==> config.mk <==
export PLATFORM = sky130hd
export DESIGN_NAME = mul_sequencer_flat
export DESIGN_NICKNAME = d
export VERILOG_FILES = /design/src/rtl/mul_sequencer_if.sv /design/src/rtl/mul_sequencer.sv /design/src/flat_wrapper.sv
export SDC_FILE = /design/constraint.sdc
export NUM_CORES = 1
export LEC_CHECK = 0
export BUFFER_PORTS_ARGS = -buffer_cell sky130_fd_sc_hd__buf_4
export CORE_ASPECT_RATIO = 2
export CORE_MARGIN = 1.5
export CORE_UTILIZATION = 40
export DETAILED_ROUTE_END_ITERATION = 8
export PLACE_DENSITY = 0.71
export SYNTH_ARGS = -nofsm -noshare
export SYNTH_HDL_FRONTEND = slang
export SYNTH_SLANG_ARGS = --single-unit
==> constraint.sdc <==
create_clock -name clk -period 2.53 [get_ports clk]
set_clock_uncertainty 0.1 [all_clocks]
set_input_delay 0.1265 -clock clk [delete_from_list [all_inputs] [get_ports clk]]
set_output_delay 0.1265 -clock clk [all_outputs]
set_load 0.02 [all_outputs]
==> src/rtl/mul_sequencer_if.sv <==
// Execute-stage multiply bus: operands and control from the core, stall/result back.
interface mul_sequencer_if #(
    parameter int WIDTH = 32
);
    logic             StartE;
    logic             AccE;
    logic             AbortE;
    logic [WIDTH-1:0] SrcAE;
    logic [WIDTH-1:0] SrcBE;
    logic [WIDTH-1:0] SrcCE;
    logic             StallMulE;
    logic             BusyE;
    logic             DoneE;
    logic [WIDTH-1:0] MulResultE;
    logic [1:0]       MulFlagsE;

    modport master (
        output StartE, AccE, AbortE, SrcAE, SrcBE, SrcCE,
        input  StallMulE, BusyE, DoneE, MulResultE, MulFlagsE
    );

    modport slave (
        input  StartE, AccE, AbortE, SrcAE, SrcBE, SrcCE,
        output StallMulE, BusyE, DoneE, MulResultE, MulFlagsE
    );
endinterface

==> src/rtl/mul_sequencer.sv <==
// Radix-2 shift-add multiply sequencer for MUL/MLA in Execute; stalls F/D/E while running.
//
//   state  | meaning
//   -------+-----------------------------------------------------------
//   IDLE   | waiting for a multiply; operands latched on accepted start
//   RUN    | one shift-add step per cycle, exits early once mplier drains
//   DONE   | result and flags valid for one cycle, instruction advances
module mul_sequencer #(
    parameter int WIDTH = 32
) (
    input logic             clk,
    input logic             reset,
    mul_sequencer_if.slave  mul_if
);
    localparam int            CW       = $clog2(WIDTH) + 1;
    localparam logic [CW-1:0] CNT_LAST = CW'(WIDTH - 1);

    typedef enum logic [1:0] {
        S_IDLE = 2'd0,
        S_RUN  = 2'd1,
        S_DONE = 2'd2
    } state_t;

    state_t           state_q, state_d;
    logic [WIDTH-1:0] mcand_q, mcand_d;
    logic [WIDTH-1:0] mplier_q, mplier_d;
    logic [WIDTH-1:0] acc_q, acc_d;
    logic [CW-1:0]    cnt_q, cnt_d;
    logic             accept;

    assign accept = (state_q == S_IDLE) && mul_if.StartE && !mul_if.AbortE;

    always_ff @(posedge clk or negedge reset) begin
        if (!reset) begin
            state_q  <= S_IDLE;
            mcand_q  <= '0;
            mplier_q <= '0;
            acc_q    <= '0;
            cnt_q    <= '0;
        end else begin
            state_q  <= state_d;
            mcand_q  <= mcand_d;
            mplier_q <= mplier_d;
            acc_q    <= acc_d;
            cnt_q    <= cnt_d;
        end
    end

    always_comb begin
        state_d  = state_q;
        mcand_d  = mcand_q;
        mplier_d = mplier_q;
        acc_d    = acc_q;
        cnt_d    = cnt_q;

        case (state_q)
            S_IDLE: begin
                if (accept) begin
                    mcand_d  = mul_if.SrcAE;
                    mplier_d = mul_if.SrcBE;
                    acc_d    = mul_if.AccE ? mul_if.SrcCE : '0;
                    cnt_d    = '0;
                    state_d  = S_RUN;
                end
            end
            S_RUN: begin
                if (mplier_q[0]) begin
                    acc_d = acc_q + mcand_q;
                end
                mcand_d  = mcand_q << 1;
                mplier_d = mplier_q >> 1;
                cnt_d    = cnt_q + 1'b1;
                // Remaining multiplier bits all zero means no further adds can change acc.
                if ((mplier_d == '0) || (cnt_q == CNT_LAST)) begin
                    state_d = S_DONE;
                end
            end
            S_DONE: begin
                state_d = S_IDLE;
            end
            default: begin
                state_d = S_IDLE;
            end
        endcase

        // A flush freezes the datapath so the last visible result is left untouched.
        if (mul_if.AbortE) begin
            state_d  = S_IDLE;
            mcand_d  = mcand_q;
            mplier_d = mplier_q;
            acc_d    = acc_q;
            cnt_d    = cnt_q;
        end
    end

    assign mul_if.StallMulE  = accept || ((state_q == S_RUN) && !mul_if.AbortE);
    assign mul_if.BusyE      = (state_q == S_RUN);
    assign mul_if.DoneE      = (state_q == S_DONE) && !mul_if.AbortE;
    assign mul_if.MulResultE = acc_q;
    assign mul_if.MulFlagsE  = {acc_q[WIDTH-1], (acc_q == '0)};
endmodule

==> src/flat_wrapper.sv <==
// flat-port wrapper written by rule: the top's interface ports become plain ports
module mul_sequencer_flat 
#(
    parameter int WIDTH = 32
)
  (clk, reset, mul_if_StartE, mul_if_AccE, mul_if_AbortE, mul_if_SrcAE, mul_if_SrcBE, mul_if_SrcCE, mul_if_StallMulE, mul_if_BusyE, mul_if_DoneE, mul_if_MulResultE, mul_if_MulFlagsE);
  mul_sequencer_if #(.WIDTH(WIDTH)) mul_if_i ();
  input logic clk;
  input logic reset;
  input wire logic [$bits(mul_if_i.StartE)-1:0] mul_if_StartE;
  input wire logic [$bits(mul_if_i.AccE)-1:0] mul_if_AccE;
  input wire logic [$bits(mul_if_i.AbortE)-1:0] mul_if_AbortE;
  input wire logic [$bits(mul_if_i.SrcAE)-1:0] mul_if_SrcAE;
  input wire logic [$bits(mul_if_i.SrcBE)-1:0] mul_if_SrcBE;
  input wire logic [$bits(mul_if_i.SrcCE)-1:0] mul_if_SrcCE;
  output wire logic [$bits(mul_if_i.StallMulE)-1:0] mul_if_StallMulE;
  output wire logic [$bits(mul_if_i.BusyE)-1:0] mul_if_BusyE;
  output wire logic [$bits(mul_if_i.DoneE)-1:0] mul_if_DoneE;
  output wire logic [$bits(mul_if_i.MulResultE)-1:0] mul_if_MulResultE;
  output wire logic [$bits(mul_if_i.MulFlagsE)-1:0] mul_if_MulFlagsE;
  assign mul_if_i.StartE = mul_if_StartE;
  assign mul_if_i.AccE = mul_if_AccE;
  assign mul_if_i.AbortE = mul_if_AbortE;
  assign mul_if_i.SrcAE = mul_if_SrcAE;
  assign mul_if_i.SrcBE = mul_if_SrcBE;
  assign mul_if_i.SrcCE = mul_if_SrcCE;
  assign mul_if_StallMulE = mul_if_i.StallMulE;
  assign mul_if_BusyE = mul_if_i.BusyE;
  assign mul_if_DoneE = mul_if_i.DoneE;
  assign mul_if_MulResultE = mul_if_i.MulResultE;
  assign mul_if_MulFlagsE = mul_if_i.MulFlagsE;
  mul_sequencer #(.WIDTH(WIDTH)) u_core (.clk(clk), .reset(reset), .mul_if(mul_if_i));
endmodule
## After elaboration in Yosys (flattened, before gate mapping)

Cells that the tools add are included.

| word-level totals | value |
|---|---|
| flip-flop bits (word level) | 104 |
| input bits | 101 |
| output and inout port bits | 37 |
| logic and storage cells | 43 |

| operators by class | value |
|---|---|
| add/subtract/negate cells | 2 |
| equal/unequal tests | 7 |
| multiplexer cells | 14 |
| bitwise logic cells | 1 |
| reductions and logical operators | 14 |

Operators by type and width:

| kind | number |
|---|---|
| $pmux 32 s2 | 3 |
| $mux 32 | 5 |
| $logic_not 32->1 | 2 |
| $add 32x32->32 | 1 |
| $pmux 6 s2 | 1 |
| $add 6x1->6 const B | 1 |
| $eq 6x5->1 const B | 1 |
| $mux 2 | 3 |
| $mux 6 | 1 |
| $ne 3x2->1 const B | 2 |
| $logic_and 1x1->1 | 4 |
| $ne 2x1->1 const B | 2 |
| $pmux 2 s2 | 1 |
| $reduce_and 4->1 | 1 |
| $reduce_and 3->1 | 1 |
| $eq 2x1->1 const B | 1 |
| $eq 2x2->1 const B | 1 |
| $logic_not 2->1 | 1 |
| $logic_or 1x1->1 | 2 |
| $reduce_and 2->1 | 1 |
| $reduce_bool 2->1 | 1 |
| $logic_not 1->1 | 1 |
| $not 1->1 | 1 |

## Depth between registers and ports, before layout

| depth | value |
|---|---|
| word-level depth | 6 |
| gate-level depth with buffers | 10 |
| mapped depth without buffers | 10 |

## Worst setup path after synthesis

No wires, ideal clock.

| timing path | value |
|---|---|
| path kind | flip-flop to flip-flop |
| from | register u_core.acc_q[0] (netlist: u_core.mul_if.MulResultE[0]) |
| to | register u_core.acc_q[20] (netlist: u_core.mul_if.MulResultE[20]) |
| library setup time | 0.131 ns |
| arrival | 2.628 ns |
| required time | 2.299 ns |
| slack | -0.329 ns |
| cell stages (with the launch flop) | 11 |
| path buffers | 0 |
| period minus slack after synthesis | 2.859 ns |
| path through | dfrtp_1 ha_1 fa_1 a211oi_1 o21ai_2 a41oi_2 a31o_1 a21boi_1 or3_1 a32oi_1 o21ai_1 |

| on the way | value |
|---|---|
| longest elaborated chain between the ends | 3 |

Ends and longest elaborated chain:

| element | line | source |
|---|---|---|
| start, declared | mul_sequencer.sv:27 | `logic [WIDTH-1:0] acc_q, acc_d;` |
| start signal, assigned | mul_sequencer.sv:38 | `acc_q <= '0;` |
| start signal, assigned | mul_sequencer.sv:44 | `acc_q <= acc_d;` |
| $add 32x32->32 | mul_sequencer.sv:68 | `acc_d = acc_q + mcand_q;` |
| $mux 32 | mul_sequencer.sv:67 | `if (mplier_q[0]) begin` |
| $pmux 32 s2 | mul_sequencer.sv:56 | `case (state_q)` |

Every way passes these cells. The select of a mux whose other input is x is not followed.
A chain may end at the register's enable or synchronous reset.

## Final worst setup path

| timing path | value |
|---|---|
| from | register u_core.acc_q[0] (netlist: u_core.mul_if.MulResultE[0]) |
| to | register u_core.acc_q[22] (netlist: u_core.mul_if.MulResultE[22]) |

Same word-level chain as after synthesis.

==> run metrics <==
status finished with violations; failing checks hold timing, setup timing; worst slew pin tran 712 ps; Final Core Density 63.0%; unrepaired setup endpoints after global routing true; peak supply drop ~480 uV; Die Y between 150 and 200 um; hold_ws -7.40 ps; Yosys cell types 62; R2R cell count 11; post-route cell area roughly 10,000 um^2; worst r2r dst u_core.mul_if.MulResultE[22]; nature of the critical path startpoint register; area occupied by registers between 2000 and 3000 um^2; R2R setup slack -160 ps; fmax ~0.37 GHz; most common cell after layout, fill and taps aside buf_4; H-tree depth 3; leakage around 4.6 nW; Area growth syn-to-layout 53.8%; DRC 0; Clock Sinks 104; Core ar. about 16,000 um^2; Placement Setup Slack -282 ps; antenna violations before repair 0; syn nets 960; final period utilization 106%; final wirelength roughly 24,000 um; Yosys Warn Count 0; DP Wirelength ~17,000 um; layout cells sized above 1 between 30% and 40%; IO Pins around 140; Worst Hold End u_core.mplier_q[2]; post-synthesis sequential area ratio approximately 39%; Main synth FF type dfrtp_1; min-delay src mul_if_SrcBE[2]; dpl cells ~1,200; worst-path maximum fanout 4; Critical path origin u_core.mul_if.MulResultE[0]; Skew-Pair Late Insertion Delay between 300 and 400 ps; DR iter-0 viols 330; WL per Instance approximately 18 um; CTS tree built; minimum clock period after layout approximately 2700 ps; Area contributors post-synth dfrtp_1 (39%), nand2_1 (9.7%), a31oi_1 (7.5%); Worst path slowest cell dfrtp_2; CP Data Arrival Time around 2800 ps; crit path kind register to register; # diodes 0; CTS Buffer Depth 2; synthesized cell area roughly 6700 um^2; RR Startpoint u_core.mul_if.MulResultE[0]; EDFF count, synth 0; CP cell instances ha_4 -> fa_2 -> a211oi_4 -> o21ai_4 -> a211oi_2 -> buf_4 -> nor3b_4 -> nor3_2 -> xnor2_1 -> a221oi_2 -> nor2_1; initial core utilization between 40 and 50%; setup tns final -708 ps; Setup Viol. Count Final 9; Via Count approximately 7,500; die extent in x around 94 um; total of max-cap violations 0; Finished Layout Cells between 1,000 and 1,500; First-pass DRT Iterations 5; delay-heaviest family, CP compound AO/OA/AOI/OAI gates; max-slew violation count 0; cts bufs inserted 9; largest net degree at the start of global routing between 60 and 70; gpl congestion 0.967; Slew Limit Headroom 52.0%; vias per cell about 5.6; Root Buffer clkbuf_16; pwr/cell area roughly 1100 nW/um^2; commonest non-fill, non-tap cells in the layout buf_4 (265), nand2_1 (173), nor2_1 (107); worst setup margin -161 ps; vias in the first global route 7,683; multi-input logic area approximately 4000 um^2; required time worst endpoint 2660 ps; ANT nets after route 0; worst hold path cell count 3; Remaining Overflow, GRT 0; clock slew at reported path FFs 80 ps; Total GRT Usage around 29%; CP endpoint kind register; Die ar. approximately 17,000 um^2; hold violation count in the final report 1; Post-synth ARST share 100%; worst hold path type primary input to register; Cells after Synth a little over 800; fill count roughly 1,300; Crit path buffers/inverters 1; first-pass GRT wire length between 30,000 and 40,000 um; Final nets 1,269; syn avg cell area 8.06 um^2; placed cell areas ~8700 um^2; dominant cell type by area after synthesis dfrtp_1; # rows between 60 and 70; Synth top area share 39.1%; register bit total from synthesis between 100 and 150; slowest stage delay, CP between 400 and 500 ps; PortBufs 137
stage by stage:
step / power [mW] / hold WS [ps]
after floorplan: 5.99 / -269
after global placement: 8.50 / 65.1
after detailed placement: 8.59 / 74.4
after CTS: 10.5 / 2.42
after global routing: 11.7 / 17.0
final: 11.0 / -7.40
cell families (layout without fill, tap and decap cells):
family / after synthesis / in the layout / synth area share [%]
multiplexers: 5 / 5 / 0.770
XOR/XNOR: 26 / 26 / 3.42
adder cells (fa/ha/maj): 33 / 33 / 6.31
AND/OR/NAND/NOR: 381 / 381 / 24.9
flip-flops: 104 / 104 / 39.1
buffers and inverters: 65 / 379 / 4.11
AO/OA/AOI/OAI: 212 / 212 / 21.4
flip-flops by register name (all words and copies together) (netlist names):
| signal | cells |
|---|---|
| u_core.mcand_q | 32 |
| u_core.mplier_q | 32 |
| u_core.state_q | 2 |
| u_core.cnt_q | 6 |
| u_core.mul_if.MulResultE | 32 |
layer usage:
| metal | global-route usage, % | vias up | routed length (um) |
|---|---|---|---|
| met5 | 0 | - | 0 |
| met3 | 2.98 | 98 | 911 |
| met1 | 28.6 | 3558 | 8330 |
| li1 | - | 3562 | - |
| met2 | 53.2 | 267 | 13400 |
| met4 | 20.2 | 0 | 1670 |
worst max path at each step:
stage | cells after the start | to | slack, ps
after floorplan | 10 | u_core.mul_if.MulResultE[20] | -30
after global placement | 11 | u_core.mul_if.MulResultE[19] | -250
after detailed placement | 11 | u_core.mul_if.MulResultE[19] | -280
after CTS | 11 | u_core.mul_if.MulResultE[18] | -130
after global routing | 11 | u_core.mul_if.MulResultE[16] | -270
final | 11 | u_core.mul_if.MulResultE[22] | -160
report_power, final:
part           switching [mW]  internal [mW]
combinational            3.57           3.35
sequential              0.454           2.10
clock                   0.715          0.793
total                    4.74           6.24
worst reg2reg max path: cells and delay by family (launching register included):
kind,cells,cell delay (ps)
xor+xnor,1,100
simple gates,3,270
compound gates,4,950
fa+ha+maj,2,540
flops,1,440
buf+inv,1,180
cells in the mapped netlist, types with 14 or more instances:
library cell	n
o21ai_0	22
nand3_1	25
a21oi_1	35
nor2_1	109
nand2_1	173
a31oi_1	80
nor4_1	16
nand4_1	14
xnor2_1	16
ha_1	32
dfrtp_1	104
clkbuf_1	42
layout make-up:
class	instances	area share [%]
Sequential cell	104	25.4
Clock inverter	7	0.855
Multi-Input combinational cell	657	40.2
Tap cell	204	2.49
Clock buffer	9	2.20
Timing Repair Buffer	353	28.4
Inverter	10	0.379
repair_timing:
action,in CTS,in global routing
pin swaps,12,33
hold buffers,82,1
setup buffers,5,4
endpoints found under the setup margin,15,17
hold endpoints to repair,123,1
gates resized for setup,21,33
cloned,0,0
Power figures use the tool's default switching activity.
